`config.mk`:
```
export PLATFORM = sky130hd
export DESIGN_NAME = uart_ctrl
export DESIGN_NICKNAME = d
export VERILOG_FILES = /design/src/rtl/uart_ctrl_pkg.sv /design/src/rtl/uart_fifo.sv /design/src/rtl/uart_ctrl.sv
export SDC_FILE = /design/constraint.sdc
export NUM_CORES = 1
export LEC_CHECK = 0
export BUFFER_PORTS_ARGS = -buffer_cell sky130_fd_sc_hd__clkbuf_2
export CAP_MARGIN = 20
export CORE_MARGIN = 8
export CORE_UTILIZATION = 35
export CTS_CLUSTER_SIZE = 10
export DETAILED_ROUTE_END_ITERATION = 10
export PLACE_DENSITY = 0.62
export RECOVER_POWER = 100
export REMOVE_ABC_BUFFERS = 1
export SLEW_MARGIN = 10
export SYNTH_ARGS = -nofsm -noshare
export SYNTH_HDL_FRONTEND = slang
export SYNTH_SLANG_ARGS = --single-unit
```
`constraint.sdc`:
```
create_clock -name clk -period 6.4 [get_ports clk]
set_clock_uncertainty 0.1 [all_clocks]
set_input_delay 1.28 -clock clk [delete_from_list [all_inputs] [get_ports clk]]
set_output_delay 1.28 -clock clk [all_outputs]
set_load 0.05 [all_outputs]
```
`src/rtl/uart_ctrl_pkg.sv`:
```
// uart_ctrl shared definitions: register map, STATUS bit layout,
// and TX sequencer state encoding.
package uart_ctrl_pkg;

    localparam logic [1:0] ADDR_DATA   = 2'd0;
    localparam logic [1:0] ADDR_STATUS = 2'd1;
    localparam logic [1:0] ADDR_CLKDIV = 2'd2;

    localparam int ST_RX_AVAIL = 0;
    localparam int ST_TX_FULL  = 1;
    localparam int ST_TX_IDLE  = 2;
    localparam int ST_RX_OVF   = 3;
    localparam int ST_RX_ERR   = 4;
    localparam int ST_TX_OVF   = 5;
    localparam int ST_RX_IE    = 6;
    localparam int ST_TX_IE    = 7;

    typedef enum logic [1:0] {
        T_IDLE  = 2'd0,
        T_ISSUE = 2'd1,
        T_ARM   = 2'd2,
        T_BUSY  = 2'd3
    } tx_state_t;

endpackage

```
`src/rtl/uart_fifo.sv`:
```
// Synchronous FIFO with wrap-bit pointers; a pop frees the slot
// so a push in the same cycle is accepted even when full.
module uart_fifo #(
    parameter int WIDTH = 8,
    parameter int DEPTH = 8
) (
    input  logic             clk,
    input  logic             rst,
    input  logic             push,
    input  logic             pop,
    input  logic [WIDTH-1:0] din,
    output logic [WIDTH-1:0] head,
    output logic             full,
    output logic             empty
);

    localparam int AW = $clog2(DEPTH);
    localparam logic [AW:0] ONE = 1;

    logic [WIDTH-1:0] mem [DEPTH];
    logic [AW:0]      wptr;
    logic [AW:0]      rptr;
    logic             do_push;
    logic             do_pop;

    assign empty   = (wptr == rptr);
    assign full    = (wptr[AW] != rptr[AW]) &&
                     (wptr[AW-1:0] == rptr[AW-1:0]);
    assign do_pop  = pop & ~empty;
    assign do_push = push & (~full | do_pop);
    assign head    = mem[rptr[AW-1:0]];

    always_ff @(posedge clk or posedge rst) begin
        if (rst) begin
            wptr <= '0;
            rptr <= '0;
            for (int i = 0; i < DEPTH; i++) mem[i] <= '0;
        end else begin
            if (do_push) begin
                mem[wptr[AW-1:0]] <= din;
                wptr <= wptr + ONE;
            end
            if (do_pop) rptr <= rptr + ONE;
        end
    end

endmodule

```
`src/rtl/uart_ctrl.sv`:
```
// Host-side UART controller: register bus, TX/RX FIFOs, TX
// handshake sequencer and level interrupt.
module uart_ctrl
    import uart_ctrl_pkg::*;
#(
    parameter int          TX_DEPTH     = 8,
    parameter int          RX_DEPTH     = 8,
    parameter logic [15:0] CLKDIV_RESET = 16'd1302
) (
    input  logic        clk,
    input  logic        rst,
    input  logic [1:0]  addr,
    input  logic        wr,
    input  logic        rd,
    input  logic [15:0] wdata,
    output logic [15:0] rdata,
    output logic        irq,
    output logic        transmit,
    output logic [7:0]  tx_byte,
    output logic [15:0] clk_div_out,
    input  logic        received,
    input  logic [7:0]  rx_byte,
    input  logic        recv_error,
    input  logic        is_transmitting
);

    tx_state_t   state, state_nxt;
    logic        tx_pop, tx_full, tx_empty;
    logic [7:0]  tx_head;
    logic        rx_pop, rx_full, rx_empty;
    logic [7:0]  rx_head;
    logic        rx_ovf, rx_err, tx_ovf;
    logic        rx_ie, tx_ie;
    logic        rd_en, wr_data, wr_status, wr_clkdiv;
    logic        tx_idle;
    logic [15:0] status;

    // write wins over a coincident read
    assign rd_en     = rd & ~wr;
    assign wr_data   = wr && (addr == ADDR_DATA);
    assign wr_status = wr && (addr == ADDR_STATUS);
    assign wr_clkdiv = wr && (addr == ADDR_CLKDIV);
    assign rx_pop    = rd_en && (addr == ADDR_DATA) && !rx_empty;
    assign tx_idle   = tx_empty && (state == T_IDLE);

    uart_fifo #(.WIDTH(8), .DEPTH(TX_DEPTH)) u_tx_fifo (
        .clk   (clk),
        .rst   (rst),
        .push  (wr_data),
        .pop   (tx_pop),
        .din   (wdata[7:0]),
        .head  (tx_head),
        .full  (tx_full),
        .empty (tx_empty)
    );

    uart_fifo #(.WIDTH(8), .DEPTH(RX_DEPTH)) u_rx_fifo (
        .clk   (clk),
        .rst   (rst),
        .push  (received),
        .pop   (rx_pop),
        .din   (rx_byte),
        .head  (rx_head),
        .full  (rx_full),
        .empty (rx_empty)
    );

    always_comb begin
        status = '0;
        status[ST_RX_AVAIL] = ~rx_empty;
        status[ST_TX_FULL]  = tx_full;
        status[ST_TX_IDLE]  = tx_idle;
        status[ST_RX_OVF]   = rx_ovf;
        status[ST_RX_ERR]   = rx_err;
        status[ST_TX_OVF]   = tx_ovf;
        status[ST_RX_IE]    = rx_ie;
        status[ST_TX_IE]    = tx_ie;
    end

    always_comb begin
        state_nxt = state;
        tx_pop    = 1'b0;
        transmit  = 1'b0;
        unique case (state)
            T_IDLE: begin
                if (!tx_empty && !is_transmitting) begin
                    tx_pop    = 1'b1;
                    state_nxt = T_ISSUE;
                end
            end
            T_ISSUE: begin
                transmit  = 1'b1;
                state_nxt = T_ARM;
            end
            T_ARM:  state_nxt = T_BUSY;
            T_BUSY: if (!is_transmitting) state_nxt = T_IDLE;
            default: state_nxt = T_IDLE;
        endcase
    end

    always_ff @(posedge clk or posedge rst) begin
        if (rst) begin
            state   <= T_IDLE;
            tx_byte <= '0;
        end else begin
            state <= state_nxt;
            if (tx_pop) tx_byte <= tx_head;
        end
    end

    // set beats write-1-to-clear when both land together
    always_ff @(posedge clk or posedge rst) begin
        if (rst) begin
            rx_ovf      <= 1'b0;
            rx_err      <= 1'b0;
            tx_ovf      <= 1'b0;
            rx_ie       <= 1'b0;
            tx_ie       <= 1'b0;
            clk_div_out <= CLKDIV_RESET;
        end else begin
            if (wr_status) begin
                if (wdata[ST_RX_OVF]) rx_ovf <= 1'b0;
                if (wdata[ST_RX_ERR]) rx_err <= 1'b0;
                if (wdata[ST_TX_OVF]) tx_ovf <= 1'b0;
                rx_ie <= wdata[ST_RX_IE];
                tx_ie <= wdata[ST_TX_IE];
            end
            if (received && rx_full && !rx_pop) rx_ovf <= 1'b1;
            if (recv_error) rx_err <= 1'b1;
            if (wr_data && tx_full && !tx_pop) tx_ovf <= 1'b1;
            if (wr_clkdiv)
                clk_div_out <= (wdata == '0) ? 16'd1 : wdata;
        end
    end

    always_ff @(posedge clk or posedge rst) begin
        if (rst) begin
            rdata <= '0;
            irq   <= 1'b0;
        end else begin
            irq <= (rx_ie & ~rx_empty) | (tx_ie & tx_idle) |
                   (rx_ie & (rx_ovf | rx_err));
            if (rd_en) begin
                unique case (addr)
                    ADDR_DATA:   rdata <= rx_empty ? 16'h0000
                                                   : {8'h00, rx_head};
                    ADDR_STATUS: rdata <= status;
                    ADDR_CLKDIV: rdata <= clk_div_out;
                    default:     rdata <= '0;
                endcase
            end
        end
    end

endmodule

```
After elaboration in Yosys (flattened, before gate mapping)
Index checks and enable logic that the tools add are counted.
- register bits after elaboration: 192
- logic and storage cells: 138
- output and inout port bits: 42
- input bits: 33
- order comparisons: 6
- bitwise operators: 22
- equal/unequal tests: 13
- $add $sub $neg: 4
- multiplexer cells: 30
- reductions and logical operators: 33
- operators with widths (cell ; number):
    64-bit bitwise mux ; 2
    8-bit 2-to-1 mux ; 7
    8-bit binary-select mux with 3-bit select ; 2
    8-bit demux with 3-bit select ; 2
    16-bit case mux with 3 select lines ; 1
    4-bit by 1-bit adder with 4-bit output, second input constant ; 4
    4-bit greater-or-equal comparator, second input constant ; 4
    16-bit zero test ; 1
    16-bit 2-to-1 mux ; 1
    3-bit inverter with 4-bit output ; 4
    1-bit logical AND ; 15
    1-bit 2-to-1 mux ; 12
    2-bit nonzero test ; 6
    1-bit bitwise AND ; 8
    4-bit == test ; 2
    4-bit by 1-bit less-than comparator with 1-bit output, second input constant ; 2
    2-bit case mux with 4 select lines ; 1
    2-bit AND reduction ; 4
    2-bit == test, second input constant ; 3
    3-bit == test ; 2
    1-bit zero test ; 5
    1-bit inverter ; 5
    1-bit bitwise OR ; 5
    2-bit by 1-bit == test with 1-bit output, second input constant ; 2
    other kinds (5) ; 8

Depth between registers and ports, before layout
- word-level depth: 9
- depth in mapped cells: 8

Cells and area by module
From an unflattened synthesis, not the netlist that was laid out.
- cells, all modules: 613
- area, all modules: 9183.8 sq um
- by module, submodules not included (module ; cells an instance ; seq. area each (sq um) ; area an instance (sq um) ; instances):
    uart_fifo ; 218 ; 1801.7 ; 3472.1 ; 2
    uart_ctrl ; 177 ; 1207.4 ; 2239.6 ; 1

Worst setup path before layout
OpenSTA, ideal clock, no wires.
- path type: input-to-reg
- from: input wr
- to: register u_rx_fifo.mem[32] in the netlist's numbering
- setup time: 132 ps
- path slack: 3392 ps
- cell stages on the path: 7
- data required time: 6168 ps
- arrival: 2776 ps
- cells stage by stage: clkbuf_1 nand2b_1 clkbuf_1 o31ai_2 o211ai_1 clkbuf_1 o2bb2ai_1
- longest elaborated chain between the ends: 7
- RTL lines (what ; line ; source):
    start, declared ; uart_ctrl.sv:13 ; input logic wr,
    1-bit inverter ; uart_ctrl.sv:39 ; assign rd_en = rd & ~wr;
    1-bit bitwise AND ; uart_ctrl.sv:39 ;
    1-bit logical AND (2 in a row) ; uart_ctrl.sv:43 ; assign rx_pop = rd_en && (addr == ADDR_DATA) && !rx_empty;
    1-bit bitwise AND ; uart_fifo.sv:29 ; assign do_pop = pop & ~empty;
    1-bit bitwise OR ; uart_fifo.sv:30 ; assign do_push = push & (~full | do_pop);
    1-bit bitwise AND ; uart_fifo.sv:30 ;
    end signal, assigned by index ; uart_fifo.sv:40 ; mem[wptr[AW-1:0]] <= din;
    end, declared ; uart_fifo.sv:20 ; logic [WIDTH-1:0] mem [DEPTH];
No other way between the ends.
A chain may end at the register's enable or synchronous reset.

Worst setup path after layout
- from: input wr
- to: register u_rx_fifo.wptr[3]
- longest elaborated chain between the ends: 7
- RTL lines (what ; line ; source):
    1-bit inverter ; uart_ctrl.sv:39 ;
    1-bit bitwise AND ; uart_ctrl.sv:39 ;
    1-bit logical AND (2 in a row) ; uart_ctrl.sv:43 ;
    1-bit bitwise AND ; uart_fifo.sv:29 ;
    1-bit bitwise OR ; uart_fifo.sv:30 ;
    1-bit bitwise AND ; uart_fifo.sv:30 ;
    end signal, assigned ; uart_fifo.sv:41 ; wptr <= wptr + ONE;
    end, declared ; uart_fifo.sv:21 ; logic [AW:0] wptr;
No other way between the ends.

==> impl_metrics.env <==
export IMPL_synth_area_leader_cell="dfrtp_1"
export IMPL_synthXorXnorAreaFrac_pct=2.075
export IMPL_end_kind="register"
export IMPL_period_needed_ns=4.429
export IMPL_crit_required_ns=6.54
export IMPL_grt_met2_usage_pct=22.71
export IMPL_synthFlopType="dfrtp_1"
export IMPL_synth_fa_ha_area_share_pct=1.271
export IMPL_worstHoldPathType="register to register"
export IMPL_rows=58
export IMPL_synth_compound_area_share_pct=12.92
export IMPL_cts_max_path_buffers=2
export IMPL_vias_per_cell=5.339
export IMPL_antenna_found_initial=0
export IMPL_cts_sinks=192
export IMPL_dpl_cell_area_um2=9532
export IMPL_wirelength_mm=21.19
export IMPL_vias=5521
export IMPL_fin_area_um2=10000
export IMPL_drc=0
export IMPL_finalCritPeriodShare_pct=69.21
export IMPL_track_usage_pct=14.14
export IMPL_synth_edf_count=0
export IMPL_drv_slew=98
export IMPL_cp_max_fo=18
export IMPL_core_area_um2=25040
export IMPL_met1_usage_pct=19.03
export IMPL_clkPwrFrac_pct=24.1
export IMPL_start_util_pct=35.40
export IMPL_clock_fmax_mhz=225.8
export IMPL_gp_congestion=0.7890
export IMPL_max_cap_viol_count=4
export IMPL_hold_violations=0
export IMPL_switchingPower_mw=1.746
export IMPL_synth_distinct_cells=49
export IMPL_ys_seq_area_share_pct=54.28
export IMPL_p_per_area_nw_per_um2=499.2
export IMPL_synth_seq_cells=192
export IMPL_cts_max_level=4
export IMPL_grt_pass1_wl_mm=34.16
export IMPL_post_dp_hpwl_mm=13.98
export IMPL_netlist_area_um2=8862
export IMPL_grt_ovfl_total=0
export IMPL_cts_made_buffers=17
export IMPL_power_frac_comb_pct=35.6
export IMPL_seqPwrFrac_pct=40.4
export IMPL_root_buffer="clkbuf_16"
export IMPL_nNetsFinal=733
export IMPL_avgSynthCellArea_um2=14.04
export IMPL_clkSlewWorstSetupHoldPaths_ns=0.07
export IMPL_cts_tree="built"
export IMPL_postCtsHoldBufs=0
export IMPL_drtIter0Drc=544
export IMPL_first_pass_iters=5
export IMPL_cts_setup_buffers=0
export IMPL_die_w_um=175.1
export IMPL_routedWlPerCell_um=20.49
export IMPL_cts_resized=0
export IMPL_synthTopCellsByArea="dfrtp_1 (53%), mux2_2 (9.3%), mux4_2 (6.9%)"
export IMPL_dieArea_um2=30670
export IMPL_ir_drop_v=0.0002110
export IMPL_yosys_warnings=0
export IMPL_grt_max_degree=88
export IMPL_synthToLayoutAreaGrowth_pct=12.83
export IMPL_postRouteAntennaNets=0
export IMPL_yosysTopAreaCellShare_pct=52.80
export IMPL_worstMarginPinSlew_ns=3.901
export IMPL_gr_usage_met3_pct=2.914
export IMPL_numPortBuffers=74
export IMPL_synth_simple_gate_area_share_pct=4.730
export IMPL_layout_setup_ws_ns=1.971
export IMPL_status="complete, but fails checks"
export IMPL_setup_violations=0
export IMPL_synth_top_family_by_area="multiplexers"
export IMPL_async_flop_share_pct=100.0
export IMPL_rsz0062_at_grt="no"
export IMPL_grt_busiest_layer="met2"
export IMPL_critPathLaunchType="input pin"
export IMPL_ioPinCount=75
export IMPL_slew_headroom_pct=-161.5
export IMPL_diodes=0
export IMPL_clk_latency_ns=0.43
export IMPL_drive_gt1_share_pct=25.14
export IMPL_grt_pass1_vias=5781
export IMPL_muxShareOfSynthArea_pct=21.91
export IMPL_synthCells=631
export IMPL_leakagePower_nw=4.240
export IMPL_dp_slack_ns=2.348
export IMPL_switching_share_pct=34.98
export IMPL_failed_checks="max-capacitance violations, max-slew violations"
export IMPL_crit_type="input pin to register"
export IMPL_arrival_ns=4.57
export IMPL_intPower_mw=3.245
export IMPL_die_y_um=175.1
## critical path: stages
cell      delay (ns)
clkbuf_1        0.15
nand2b_1        0.50
o31ai_1         1.31
o21ai_0         0.98
xnor2_1         0.34
## cell families (layout without fill, tap and decap cells)
kind of cell             Yosys count  count (layout)
AO/OA/AOI/OAI                    136             136
adder cells (fa/ha/maj)            9               9
buffers and inverters             52             125
multiplexers                     135             135
AND/OR/NAND/NOR                   86              86
XOR/XNOR                          21              21
flip-flops                       192             192
## power groups by stage
stage	registers (mW)	logic [mW]	clock network [mW]
floorplan	2.20	1.18	0
global placement	2.03	1.84	0
detailed placement	2.03	1.88	0
CTS	2.02	1.88	1.23
global route	2.08	1.93	1.28
finish	2.01	1.77	1.20
## layer usage
metal	share of wire (%)	vias to the layer above	routed length (µm)
li1	-	2516	-
met1	46	2871	9649
met2	49	115	10430
met3	3.8	19	814
met4	1.4	0	300
met5	0	-	0
## through the flow
step	TNS [ns]	hold slack, ns	cells	utilization [%]	power, mW
2_1_floorplan	-37.20	0.3509	585	-	3.379
3_3_place_gp	0	0.3609	1002	38.07	3.878
3_5_place_dp	0	0.3684	1002	38.07	3.903
4_1_cts	0	0.3855	1034	40.72	5.126
5_1_grt	0	0.3960	1034	39.94	5.292
6_report	0	0.3765	1034	39.94	4.992
## final timing paths
path                                                from  cells after the start                             to  slack, ns
setup / recovery                                      wr                      5  u_rx_fifo.wptr[3]$_DFFE_PP0P_       1.97
hold / removal                    tx_byte[1]$_DFFE_PP0N_                      2         tx_byte[1]$_DFFE_PP0N_       0.38
setup reg to reg           u_rx_fifo.rptr[2]$_DFFE_PP0P_                      4  u_rx_fifo.wptr[3]$_DFFE_PP0P_       2.90
hold reg to reg                   tx_byte[1]$_DFFE_PP0N_                      2         tx_byte[1]$_DFFE_PP0N_       0.38
max in group asynchronous                            rst                      3  u_rx_fifo.rptr[3]$_DFFE_PP0P_       2.26
min in group asynchronous                            rst                      2         tx_byte[7]$_DFFE_PP0N_       1.90
## cell type report
class | count | area (µm²)
fillers | 2412 | 15040
flip-flops and latches | 192 | 4811
multi-input cells | 387 | 3684
clock buffers | 22 | 454.2
well taps | 330 | 412.9
repair buffers | 87 | 405.4
clock inverters | 10 | 209.0
inverters | 6 | 23.77
## placed cells by master (no fill, tap or decap), types with 11 or more instances in the layout
| cell type | n |
|---|---|
| xnor2_1 | 14 |
| mux2_1 | 16 |
| nand2b_1 | 12 |
| nor2_1 | 21 |
| dfrtp_1 | 187 |
| o2bb2ai_1 | 64 |
| mux2i_1 | 14 |
| buf_4 | 11 |
| clkbuf_16 | 17 |
| clkbuf_1 | 50 |
| o21ai_0 | 20 |
| mux4_2 | 27 |
| nand2_1 | 24 |
| clkbuf_2 | 30 |
| mux2_2 | 73 |
## synth_stat cells (5+ instances only)
master	instances
mux2i_1	14
nand2_1	24
xor2_1	7
clkbuf_1	22
o211ai_1	8
dfrtp_1	187
mux4_1	5
mux2_4	16
dfstp_2	5
a221oi_1	5
o21ai_0	13
o22ai_1	5
mux2_2	73
nand3_1	10
nor2b_1	7
o21ai_1	7
xnor2_1	14
ha_1	9
nor2_1	21
buf_2	16
mux4_2	27
inv_1	6
o2bb2ai_1	64
nand2b_1	12
a22o_1	10
## registers in the layout (all words and copies together), names as in the netlist
| name | flops |
|---|---|
| u_tx_fifo.wptr | 4 |
| u_rx_fifo.rptr | 4 |
| tx_ie | 1 |
| tx_ovf | 1 |
| rx_ovf | 1 |
| rx_ie | 1 |
| clk_div_out | 16 |
| rx_err | 1 |
| state | 2 |
| u_tx_fifo.rptr | 4 |
| u_rx_fifo.wptr | 4 |
| tx_byte | 8 |
| u_tx_fifo.mem | 64 |
| irq | 1 |
| rdata | 16 |
| u_rx_fifo.mem | 64 |
Power figures use the tool's default switching activity.
